File: src/rtl/multiplier_datapath_32bit_if.sv
// Command/status bundle between the multiplier control FSM and the shift-add datapath.
// The master drives commands and operands; the slave returns status and the product.
interface multiplier_datapath_32bit_if #(
    parameter int unsigned WIDTH = 32
);
    logic                 load;
    logic                 add_en;
    logic                 shift_en;
    logic [WIDTH-1:0]     multiplicand_in;
    logic [WIDTH-1:0]     multiplier_in;
    logic                 lsb;
    logic                 lt;
    logic [2*WIDTH-1:0]   product;

    modport master (
        output load,
        output add_en,
        output shift_en,
        output multiplicand_in,
        output multiplier_in,
        input  lsb,
        input  lt,
        input  product
    );

    modport slave (
        input  load,
        input  add_en,
        input  shift_en,
        input  multiplicand_in,
        input  multiplier_in,
        output lsb,
        output lt,
        output product
    );
endinterface

File: src/rtl/multiplier_datapath_32bit.sv
// Shift-add datapath for the sequential multiplier: multiplicand, product/multiplier
// register, add carry and a saturating iteration counter driven by load/add/shift commands.
module multiplier_datapath_32bit #(
    parameter int unsigned WIDTH = 32
) (
    input  logic                          clk,
    input  logic                          rst,
    multiplier_datapath_32bit_if.slave    bus
);
    localparam int unsigned CntW = $clog2(WIDTH) + 1;
    localparam logic [CntW-1:0] CountMax = CntW'(WIDTH);

    logic [WIDTH-1:0]   mcand_q, mcand_d;
    logic [2*WIDTH-1:0] product_q, product_d;
    logic               carry_q, carry_d;
    logic [CntW-1:0]    count_q, count_d;
    logic [WIDTH:0]     sum;
    logic               active;

    assign active = (count_q < CountMax);
    assign sum    = {1'b0, product_q[2*WIDTH-1:WIDTH]} + {1'b0, mcand_q};

    always_comb begin
        mcand_d   = mcand_q;
        product_d = product_q;
        carry_d   = carry_q;
        count_d   = count_q;
        if (bus.load) begin
            mcand_d   = bus.multiplicand_in;
            product_d = {{WIDTH{1'b0}}, bus.multiplier_in};
            carry_d   = 1'b0;
            count_d   = '0;
        end else if (active) begin
            unique case ({bus.add_en, bus.shift_en})
                2'b10: begin
                    // Carry is parked until the next shift consumes it.
                    product_d[2*WIDTH-1:WIDTH] = sum[WIDTH-1:0];
                    carry_d                    = sum[WIDTH];
                end
                2'b01: begin
                    product_d = {carry_q, product_q[2*WIDTH-1:1]};
                    carry_d   = 1'b0;
                    count_d   = count_q + 1'b1;
                end
                2'b11: begin
                    product_d = {sum, product_q[WIDTH-1:1]};
                    carry_d   = 1'b0;
                    count_d   = count_q + 1'b1;
                end
                default: ;
            endcase
        end
    end

    always_ff @(posedge clk) begin
        if (rst) begin
            mcand_q   <= '0;
            product_q <= '0;
            carry_q   <= 1'b0;
            count_q   <= '0;
        end else begin
            mcand_q   <= mcand_d;
            product_q <= product_d;
            carry_q   <= carry_d;
            count_q   <= count_d;
        end
    end

    // Status is decoded from registered state only, never from the commands.
    assign bus.lsb     = product_q[0];
    assign bus.lt      = active;
    assign bus.product = product_q;

    count_never_exceeds_width : assert property (@(posedge clk) count_q <= CountMax);
endmodule
File: src/flat_wrapper.sv
// flat-port wrapper written by rule: the top's interface ports become plain ports
module multiplier_datapath_32bit_flat 
#(
    parameter int unsigned WIDTH = 32
)
  (clk, rst, bus_load, bus_add_en, bus_shift_en, bus_multiplicand_in, bus_multiplier_in, bus_lsb, bus_lt, bus_product);
  multiplier_datapath_32bit_if #(.WIDTH(WIDTH)) bus_i ();
  input  logic clk;
  input  logic rst;
  input wire logic [$bits(bus_i.load)-1:0] bus_load;
  input wire logic [$bits(bus_i.add_en)-1:0] bus_add_en;
  input wire logic [$bits(bus_i.shift_en)-1:0] bus_shift_en;
  input wire logic [$bits(bus_i.multiplicand_in)-1:0] bus_multiplicand_in;
  input wire logic [$bits(bus_i.multiplier_in)-1:0] bus_multiplier_in;
  output wire logic [$bits(bus_i.lsb)-1:0] bus_lsb;
  output wire logic [$bits(bus_i.lt)-1:0] bus_lt;
  output wire logic [$bits(bus_i.product)-1:0] bus_product;
  assign bus_i.load = bus_load;
  assign bus_i.add_en = bus_add_en;
  assign bus_i.shift_en = bus_shift_en;
  assign bus_i.multiplicand_in = bus_multiplicand_in;
  assign bus_i.multiplier_in = bus_multiplier_in;
  assign bus_lsb = bus_i.lsb;
  assign bus_lt = bus_i.lt;
  assign bus_product = bus_i.product;
  multiplier_datapath_32bit #(.WIDTH(WIDTH)) u_core (.clk(clk), .rst(rst), .bus(bus_i));
endmodule
File: config.mk
export PLATFORM = sky130hd
export DESIGN_NAME = multiplier_datapath_32bit_flat
export DESIGN_NICKNAME = d
export VERILOG_FILES = /design/src/rtl/multiplier_datapath_32bit_if.sv /design/src/rtl/multiplier_datapath_32bit.sv /design/src/flat_wrapper.sv
export SDC_FILE = /design/constraint.sdc
export NUM_CORES = 1
export LEC_CHECK = 0
export ABC_AREA = 0
export CAP_MARGIN = 20
export CORE_ASPECT_RATIO = 1.25
export CORE_UTILIZATION = 37
export CTS_BUF_LIST = sky130_fd_sc_hd__clkbuf_8
export DETAILED_ROUTE_END_ITERATION = 12
export GPL_ROUTABILITY_DRIVEN = 0
export PLACE_DENSITY = 0.6
export SYNTH_ARGS = -nofsm -noshare
export SYNTH_HDL_FRONTEND = slang
export SYNTH_SLANG_ARGS = --single-unit
File: constraint.sdc
create_clock -name clk -period 2.72 [get_ports clk]
set_input_delay 0.68 -clock clk [delete_from_list [all_inputs] [get_ports clk]]
set_output_delay 0.68 -clock clk [all_outputs]
set_load 0.1 [all_outputs]
# After elaboration in Yosys (flattened, before gate mapping)
# Cells that the tools add are included.
[word_totals]
memories = 0
latchBits = 0
in_bits = 69
reg_bits = 103
romBits = 0
ramBits = 0
output_inout_bits = 66
wordCells = 26
[classes]
reduce_logical = 10
n_lt_le_gt_ge = 1
n_shift = 0
bitwise = 0
eq_ne = 3
n_addsub = 2
muxes = 5
n_mul = 0
div = 0
[ops]
columns = ["cell", "n"]
rows = [
  ["$pmux W32 S3", 1],
  ["$mux W32", 2],
  ["$pmux W32 S2", 1],
  ["$add A32 B32 Y33", 1],
  ["$reduce_and A2 Y1", 4],
  ["$add A6 B1 Y6 const B", 1],
  ["$lt A6 B6 Y1 const B", 1],
  ["$reduce_bool A3 Y1", 2],
  ["$eq A2 B2 Y1 const B", 2],
  ["$reduce_bool A2 Y1", 2],
  ["$reduce_or A2 Y1", 2],
  ["$eq A2 B1 Y1 const B", 1],
  ["$pmux W1 S2", 1],
]

# Longest topological paths before layout
# Gate-level depths: netlist (run 1).
[logic_depth]
word_depth = 4
ltp_mapped = 11
ltp_nobuf = 11

# Worst setup path after synthesis (run 1)
# OpenSTA, ideal clock, no wires.
[synth_timing]
kind = "register to register"
startpoint = "register u_core.product_q[32] (netlist: u_core.bus.product[32])"
endpoint = "register u_core.product_q[55] (netlist: u_core.bus.product[55])"
required_time_ps = 2588
n_path_buf = 0
arrival_ps = 3133
synth_period_minus_slack_ps = 3265
path_slack_ps = -545
stages_incl_launch_ff = 12
setup_ps = 132
path_cell_list = "dfxtp_1 ha_1 inv_1 fa_1 and2b_1 o31ai_1 a211o_4 a211oi_4 o221ai_2 xnor2_1 mux2i_1 a21oi_1"
[synth_via]
elab_chain_cells = 2
[synth_rtl]
columns = ["item", "line_no", "text"]
rows = [
  ["start, declared", "multiplier_datapath_32bit.sv:14", "logic [2*WIDTH-1:0] product_q, product_d;"],
  ["start signal, assigned", "multiplier_datapath_32bit.sv:63", "product_q <= product_d;"],
  ["$add A32 B32 Y33", "multiplier_datapath_32bit.sv:21", "assign sum = {1'b0, product_q[2*WIDTH-1:WIDTH]} + {1'b0, mcand_q};"],
  ["$pmux W32 S3", "multiplier_datapath_32bit.sv:34", "unique case ({bus.add_en, bus.shift_en})"],
]
# No other way between the ends.
# A chain may end at the register's enable or synchronous reset.

# Worst setup path in the final report (run 1)
# Ends and elaborated chain as after synthesis.

==> flow_summary_export.csv, run 1 <==
group,metric,value,unit
timing,fin_crit_sh,0.950,
worst_setup_path,crit_path_end_kind,"register",
clock_tree,clock_path_buffers,2,
global_route,antenna_found_initial,0,
timing,layout_setup_ws,0.137,ns
flow_run,cap_violations,0,
logic_synthesis,ys_dominant_reg_cell,"dfxtp_1",
pwr,power_density,487,mW/mm2
logic_synthesis,synth-edff-count,0,
timing,finalMaxSlewViolations,0,
timing,tns,0,ns
floorplanning,coreArea,0.0163,mm2
worst_setup_path,cp-start-kind,"register",
routing,drc,0,
min_path,hp-class,"register to register",
timing,hold_viol,0,
timing,rsz0062_at_grt,"false",
floorplanning,die_area,0.0173,mm2
logic_synthesis,synth_seq_area_share,0.332,
place,dp_slack,0.0269,ns
timing,fmax,387,MHz
routing,firstDrtPassIters,5,
clock_tree,cts_buffers,9,
logic_synthesis,yosys-top-cells-area,"dfxtp_1, mux2i_1, nor2_1, a21oi_1, ha_1",
pwr,leakagePower,3.47,nW
cells_and_area,n_fill_cell,1578,
timing,fin_crit,2.58,ns
logic_synthesis,synthCells,733,
logic_synthesis,syn_avg_cell_area,8.46,um2
logic_synthesis,ys.warnings.count,0,
clock_tree,clk_latency,0.38,ns
place,dp_hpwl,12.5,mm
cells_and_area,areaGrowthSynthToFinish,26.8,%
global_route,grt_pass1_vias,5508,
place,dpl.cell_count,1049,
logic_synthesis,ys_ff_latch,103,
timing,setup_violations,0,
routing,ant_nets,0,
routing,routed_wl,16.9,mm
clock_tree,cts_root_buf,"clkbuf_8",
routing,vias,5742,
logic_synthesis,synth_top_area_cell,"dfxtp_1",
logic_synthesis,async_reset_ff_frac,0,
global_route,overflow,0,
worst_setup_path,cpMaxStageDelayCell,"a211o_4",
worst_setup_path,crit_type,"register to register",
global_route,grt_usage,0.194,
logic_synthesis,synth_cell_types,67,
worst_setup_path,arrival,2.90,ns
logic_synthesis,yosysMostFrequentCell,"nor2_1",
global_route,grt_pass1_wl,27.6,mm
timing,fin_hold_ws,0.498,ns
floorplanning,initial_core_util,0.381,
pwr,vdd_drop_max,0.212,mV
logic_synthesis,syn_area,0.00620,mm2
timing,skew,0.00955,ns
clock_tree,cts_max_level,3,
logic_synthesis,syn_nets,836,
routing,wire_per_inst,15.8,um
worst_setup_path,crit_buf_inv,1,
clock_tree,cts.sinks,103,
clock_tree,postCtsHoldBufs,0,
place,io_buffers,134,
cells_and_area,drive_above_1_share,0.186,
routing,routed_via_density,5.39,
floorplanning,die_h,147,um
worst_setup_path,slowest_delay,0.38,ns
logic_synthesis,synth_top_area_frac,0.332,
floorplanning,die_w,118,um
worst_setup_path,required,3.04,ns
timing,worst_pin_slew,0.682,ns
timing,relSlewSlack,0.546,
worst_setup_path,cp_top_family,"compound AO/OA/AOI/OAI gates",
routing,detail_route.iter0.violations,233,
logic_synthesis,synth_commonest_cells,"nor2_1, dfxtp_1, a21oi_1",
global_route,grt_max_degree,79,
worst_setup_path,crit_chain,"ha_4 -> inv_1 -> fa_2 -> and2b_1 -> o31ai_2 -> a211o_4 -> a211oi_4 -> o221ai_2 -> xnor2_1 -> mux2i_1 -> a21oi_1",
cells_and_area,diodes,0,
worst_setup_path,cp_max_fo,3,
clock_tree,cts_tree,"yes",
floorplanning,ios,135,
clock_tree,clkSlewWorstSetupHoldPaths,0.11,ns
cells_and_area,nets,948,
cells_and_area,instances_no_fill,1066,
status,status,"completed",
floorplanning,num_rows,52,
## timing repair
action                                  CTS  global route
setup buffers                             1             0
resized for setup                         2             3
pin swaps                                 5             5
endpoints found under the setup margin    1             8
## per-stage QoR
stage               area, um2   util  power, mW
finish                   7870  0.484       3.83
detailed placement       7640  0.470       2.86
floorplan                6250      -       2.54
global route             7870  0.484       4.02
global placement         7640  0.470       2.84
CTS                      7860  0.483       3.88
## cells by family after synthesis
family | Yosys count | share of synthesized area
buffers and inverters | 60 | 0.0395
flip-flops | 103 | 0.332
AO/OA/AOI/OAI | 210 | 0.231
AND/OR/NAND/NOR | 214 | 0.153
multiplexers | 80 | 0.129
XOR/XNOR | 32 | 0.0452
adder cells (fa/ha/maj) | 34 | 0.0698
## worst reg2reg max path: stages (launching register included)
cell	delay (ns)
dfxtp_4	0.37
ha_4	0.14
inv_1	0.05
fa_2	0.34
and2b_1	0.23
o31ai_2	0.09
a211o_4	0.38
a211oi_4	0.31
o221ai_2	0.14
xnor2_1	0.22
mux2i_1	0.10
a21oi_1	0.16
## path summary, 6_finish.rpt
kind / start / to / slack [ns] / cells past startpoint
max: u_core.bus.product[32]$_SDFFE_PP0P_ / u_core.bus.product[55]$_SDFFE_PP0P_ / 0.14 / 11
min: u_core.carry_q$_SDFFE_PP0P_ / u_core.carry_q$_SDFFE_PP0P_ / 0.50 / 2
max reg2reg: u_core.bus.product[32]$_SDFFE_PP0P_ / u_core.bus.product[55]$_SDFFE_PP0P_ / 0.14 / 11
min reg2reg: u_core.carry_q$_SDFFE_PP0P_ / u_core.carry_q$_SDFFE_PP0P_ / 0.50 / 2
## flip-flops by register name, indices dropped and copies added, names as in the netlist
| signal | count |
|---|---|
| u_core.mcand_q | 32 |
| u_core.count_q | 6 |
| u_core.bus.product | 64 |
| u_core.carry_q | 1 |
## report_power, final
group | leakage (nW) | internal, mW | total (mW) | switching [mW]
clock network | 0.108 | 0.439 | 1.01 | 0.566
registers | 0.858 | 1.59 | 1.66 | 0.0724
logic | 2.51 | 0.390 | 1.16 | 0.768
## routing by layer
metal / GRT usage / routed length [um]
met5: 0 / 0
met4: 0.0744 / 211
met3: 0.0268 / 650
met2: 0.351 / 8720
met1: 0.231 / 7270
## final cells by class
| type | instances | area, um2 | area share |
|---|---|---|---|
| Clock buffer | 9 | 124 | 0.0157 |
| Clock inverter | 7 | 80.1 | 0.0102 |
| Inverter | 9 | 33.8 | 0.00429 |
| Multi-Input combinational cell | 570 | 3940 | 0.501 |
| Sequential cell | 103 | 2100 | 0.267 |
| Tap cell | 216 | 270 | 0.0343 |
| Timing Repair Buffer | 152 | 1320 | 0.168 |
## placed cells by master, fill, tap and decap left out, types with 12 or more instances in the layout
cell type / instances
nor2_1: 126
a21oi_1: 84
buf_4: 83
mux2i_1: 79
dfxtp_1: 78
clkdlybuf4s50_1: 65
nand2_1: 36
ha_1: 31
o21ai_0: 24
o221ai_1: 24
dfxtp_2: 23
xnor2_1: 20
a21o_1: 16
xor2_1: 12
No activity file was read; power rests on OpenSTA's default activity.
==> run 2: changes to the inputs <==
--- a/config.mk
+++ b/config.mk
@@ -13,6 +13,7 @@
 export DETAILED_ROUTE_END_ITERATION = 12
 export GPL_ROUTABILITY_DRIVEN = 0
 export PLACE_DENSITY = 0.6
+export REMOVE_ABC_BUFFERS = 1
 export SYNTH_ARGS = -nofsm -noshare
 export SYNTH_HDL_FRONTEND = slang
 export SYNTH_SLANG_ARGS = --single-unit
==> run 2 against run 1 <==
  * Clock-buffer cell count is the same
  * Utilization rose by 0.69 points
  * Non-clock buffer count grew 10
  * Register-to-register slack lost 0.02 ns
  * Combinational power about the same
  * Routed wire length grew 1.9%
  * Die area stayed put
  * Fmax is 0.92% lower
  * Critical endpoint is now u_core.bus.product[61]$_SDFFE_PP0P_
  * Largest cell class unchanged
  * Largest power group unchanged
  * Highest routed layer unchanged
==> flow_summary_export.csv, run 2 (synthesis gave the netlist of run 1 again) <==
group,metric,value,unit
floorplanning,ios,135,
min_path,hold_path_depth,2,
pwr,clkPwrFrac,0.311,
flow_run,cap_violations,0,
routing,drc,0,
routing,firstDrtPassIters,4,
place,dp_slack,0.0233,ns
clock_tree,cts_root_buf,"clkbuf_8",
global_route,overflow,0,
cells_and_area,postLayoutCoreUtil,0.491,
cells_and_area,diodes,0,
clock_tree,cts.sinks,103,
worst_setup_path,arrival,2.86,ns
timing,layout_setup_ws,0.113,ns
cells_and_area,final_cell_mix,"nor2_1, dfxtp_1, buf_4",
pwr,power_density,515,mW/mm2
floorplanning,coreArea,0.0163,mm2
routing,vias,5829,
global_route,grt_max_degree,61,
clock_tree,cts_buffers,9,
cells_and_area,nets,958,
floorplanning,die_h,147,um
timing,skew,0.0147,ns
cells_and_area,final_common_cell,"nor2_1",
pwr,p_int,2.69,mW
worst_setup_path,reg2regPathDepth,10,
routing,detail_route.iter0.violations,217,
routing,routed_wl,17.2,mm
cells_and_area,largest_reg_flops,64,
global_route,grt_pass1_wl,28.3,mm
place,io_buffers,134,
floorplanning,num_rows,52,
status,status,"completed",
worst_setup_path,crit_type,"register to register",
cells_and_area,areaGrowthSynthToFinish,28.6,%
timing,setup_violations,0,
worst_setup_path,required,2.97,ns
pwr,pwr-share-seq,0.404,
clock_tree,clock_path_buffers,2,
place,dp_hpwl,12.8,mm
pwr,combinationalPowerShare,0.285,
timing,worst_pin_slew,0.778,ns
routing,wire_per_inst,16.0,um
clock_tree,cts_tree,"yes",
pwr,p_switching,1.41,mW
clock_tree,clkSlewWorstSetupHoldPaths,0.11,ns
pwr,switching_share,0.344,
floorplanning,die_w,118,um
timing,fin_crit,2.61,ns
clock_tree,cts_max_level,3,
clock_tree,postCtsHoldBufs,0,
timing,fmax,384,MHz
timing,fin_crit_sh,0.958,
worst_setup_path,cp_max_fo,9,
floorplanning,die_area,0.0173,mm2
cells_and_area,drive_above_1_share,0.174,
pwr,power,4.11,mW
global_route,grt_usage,0.201,
timing,hold_viol,0,
routing,routed_via_density,5.42,
pwr,leakagePower,3.54,nW
min_path,hp-class,"register to register",
worst_setup_path,cp-start-kind,"register",
floorplanning,initial_core_util,0.381,
routing,ant_nets,0,
worst_setup_path,crit_path_end_kind,"register",
global_route,antenna_found_initial,0,
global_route,grt_pass1_vias,5739,
timing,finalMaxSlewViolations,0,
timing,relSlewSlack,0.480,
pwr,vdd_drop_max,0.207,mV
clock_tree,clk_latency,0.39,ns
[run 2: cell types whose count changed in the layout (fill, tap and decap cells not counted), moves of 2 or more]
cell / previous run / this run
dfxtp_2: 23 / 3
dfxtp_4: 2 / 0
bufinv_16: 1 / 4
dfxtp_1: 78 / 100
buf_4: 83 / 94
[run 2: routing by layer]
| metal | part of all wire | GRT usage | wire length [um] | vias up |
|---|---|---|---|---|
| li1 | - | - | - | 2893 |
| met1 | 0.45 | 0.248 | 7680 | 2731 |
| met2 | 0.48 | 0.348 | 8290 | 175 |
| met3 | 0.046 | 0.0311 | 788 | 30 |
| met4 | 0.024 | 0.0808 | 419 | 0 |
| met5 | 0 | 0 | 0 | - |
[run 2: what timing repair did]
action	4_1_cts	5_1_grt
buffers inserted	2	1
resized for setup	3	10
endpoints found under the setup margin	2	17
pin swaps	4	8
[run 2: path summary, 6_finish.rpt]
| kind | startpoint | endpoint | slack (ns) |
|---|---|---|---|
| worst max-delay path | u_core.bus.product[53]$_SDFFE_PP0P_ | u_core.bus.product[61]$_SDFFE_PP0P_ | 0.11 |
| worst min-delay path | u_core.carry_q$_SDFFE_PP0P_ | u_core.carry_q$_SDFFE_PP0P_ | 0.51 |
| worst max register to register | u_core.bus.product[53]$_SDFFE_PP0P_ | u_core.bus.product[61]$_SDFFE_PP0P_ | 0.11 |
| worst min register to register | u_core.carry_q$_SDFFE_PP0P_ | u_core.carry_q$_SDFFE_PP0P_ | 0.51 |
[run 2: power groups by stage]
| stage | clock network (mW) | registers [mW] | logic [mW] |
|---|---|---|---|
| CTS | 1.31 | 1.66 | 1.17 |
| floorplan | 0 | 2.05 | 0.426 |
| finish | 1.28 | 1.66 | 1.17 |
| global placement | 0 | 1.69 | 1.15 |
| global route | 1.36 | 1.67 | 1.25 |
| detailed placement | 0 | 1.69 | 1.16 |
[run 2: stage by stage]
stage	hold slack (ns)	area [um2]	instances	setup TNS, ns
3_5_place_dp	0.486	7640	1057	0
6_report	0.507	7980	1076	0
3_3_place_gp	0.477	7640	1057	0
5_1_grt	0.540	7980	1076	-0.00860
2_1_floorplan	0.454	5990	682	-81.41
4_1_cts	0.502	7930	1075	0
[run 2: worst max-delay path, stage by stage, from the launching register on]
cell      delay [ns]
dfxtp_1         0.47
ha_1            0.32
buf_4           0.19
nand3_1         0.09
a21oi_1         0.08
a311oi_2        0.30
nand4_1         0.20
a31oi_1         0.24
mux2_1          0.36
a21boi_1        0.17
a211oi_2        0.05
[run 2: final cells by class]
type	instances	area, um2
Fill cell	1578	8280
Multi-Input combinational cell	570	3950
Inverter	9	33.8
Tap cell	216	270
Timing Repair Buffer	162	1390
Clock inverter	7	143
Sequential cell	103	2070
Clock buffer	9	124
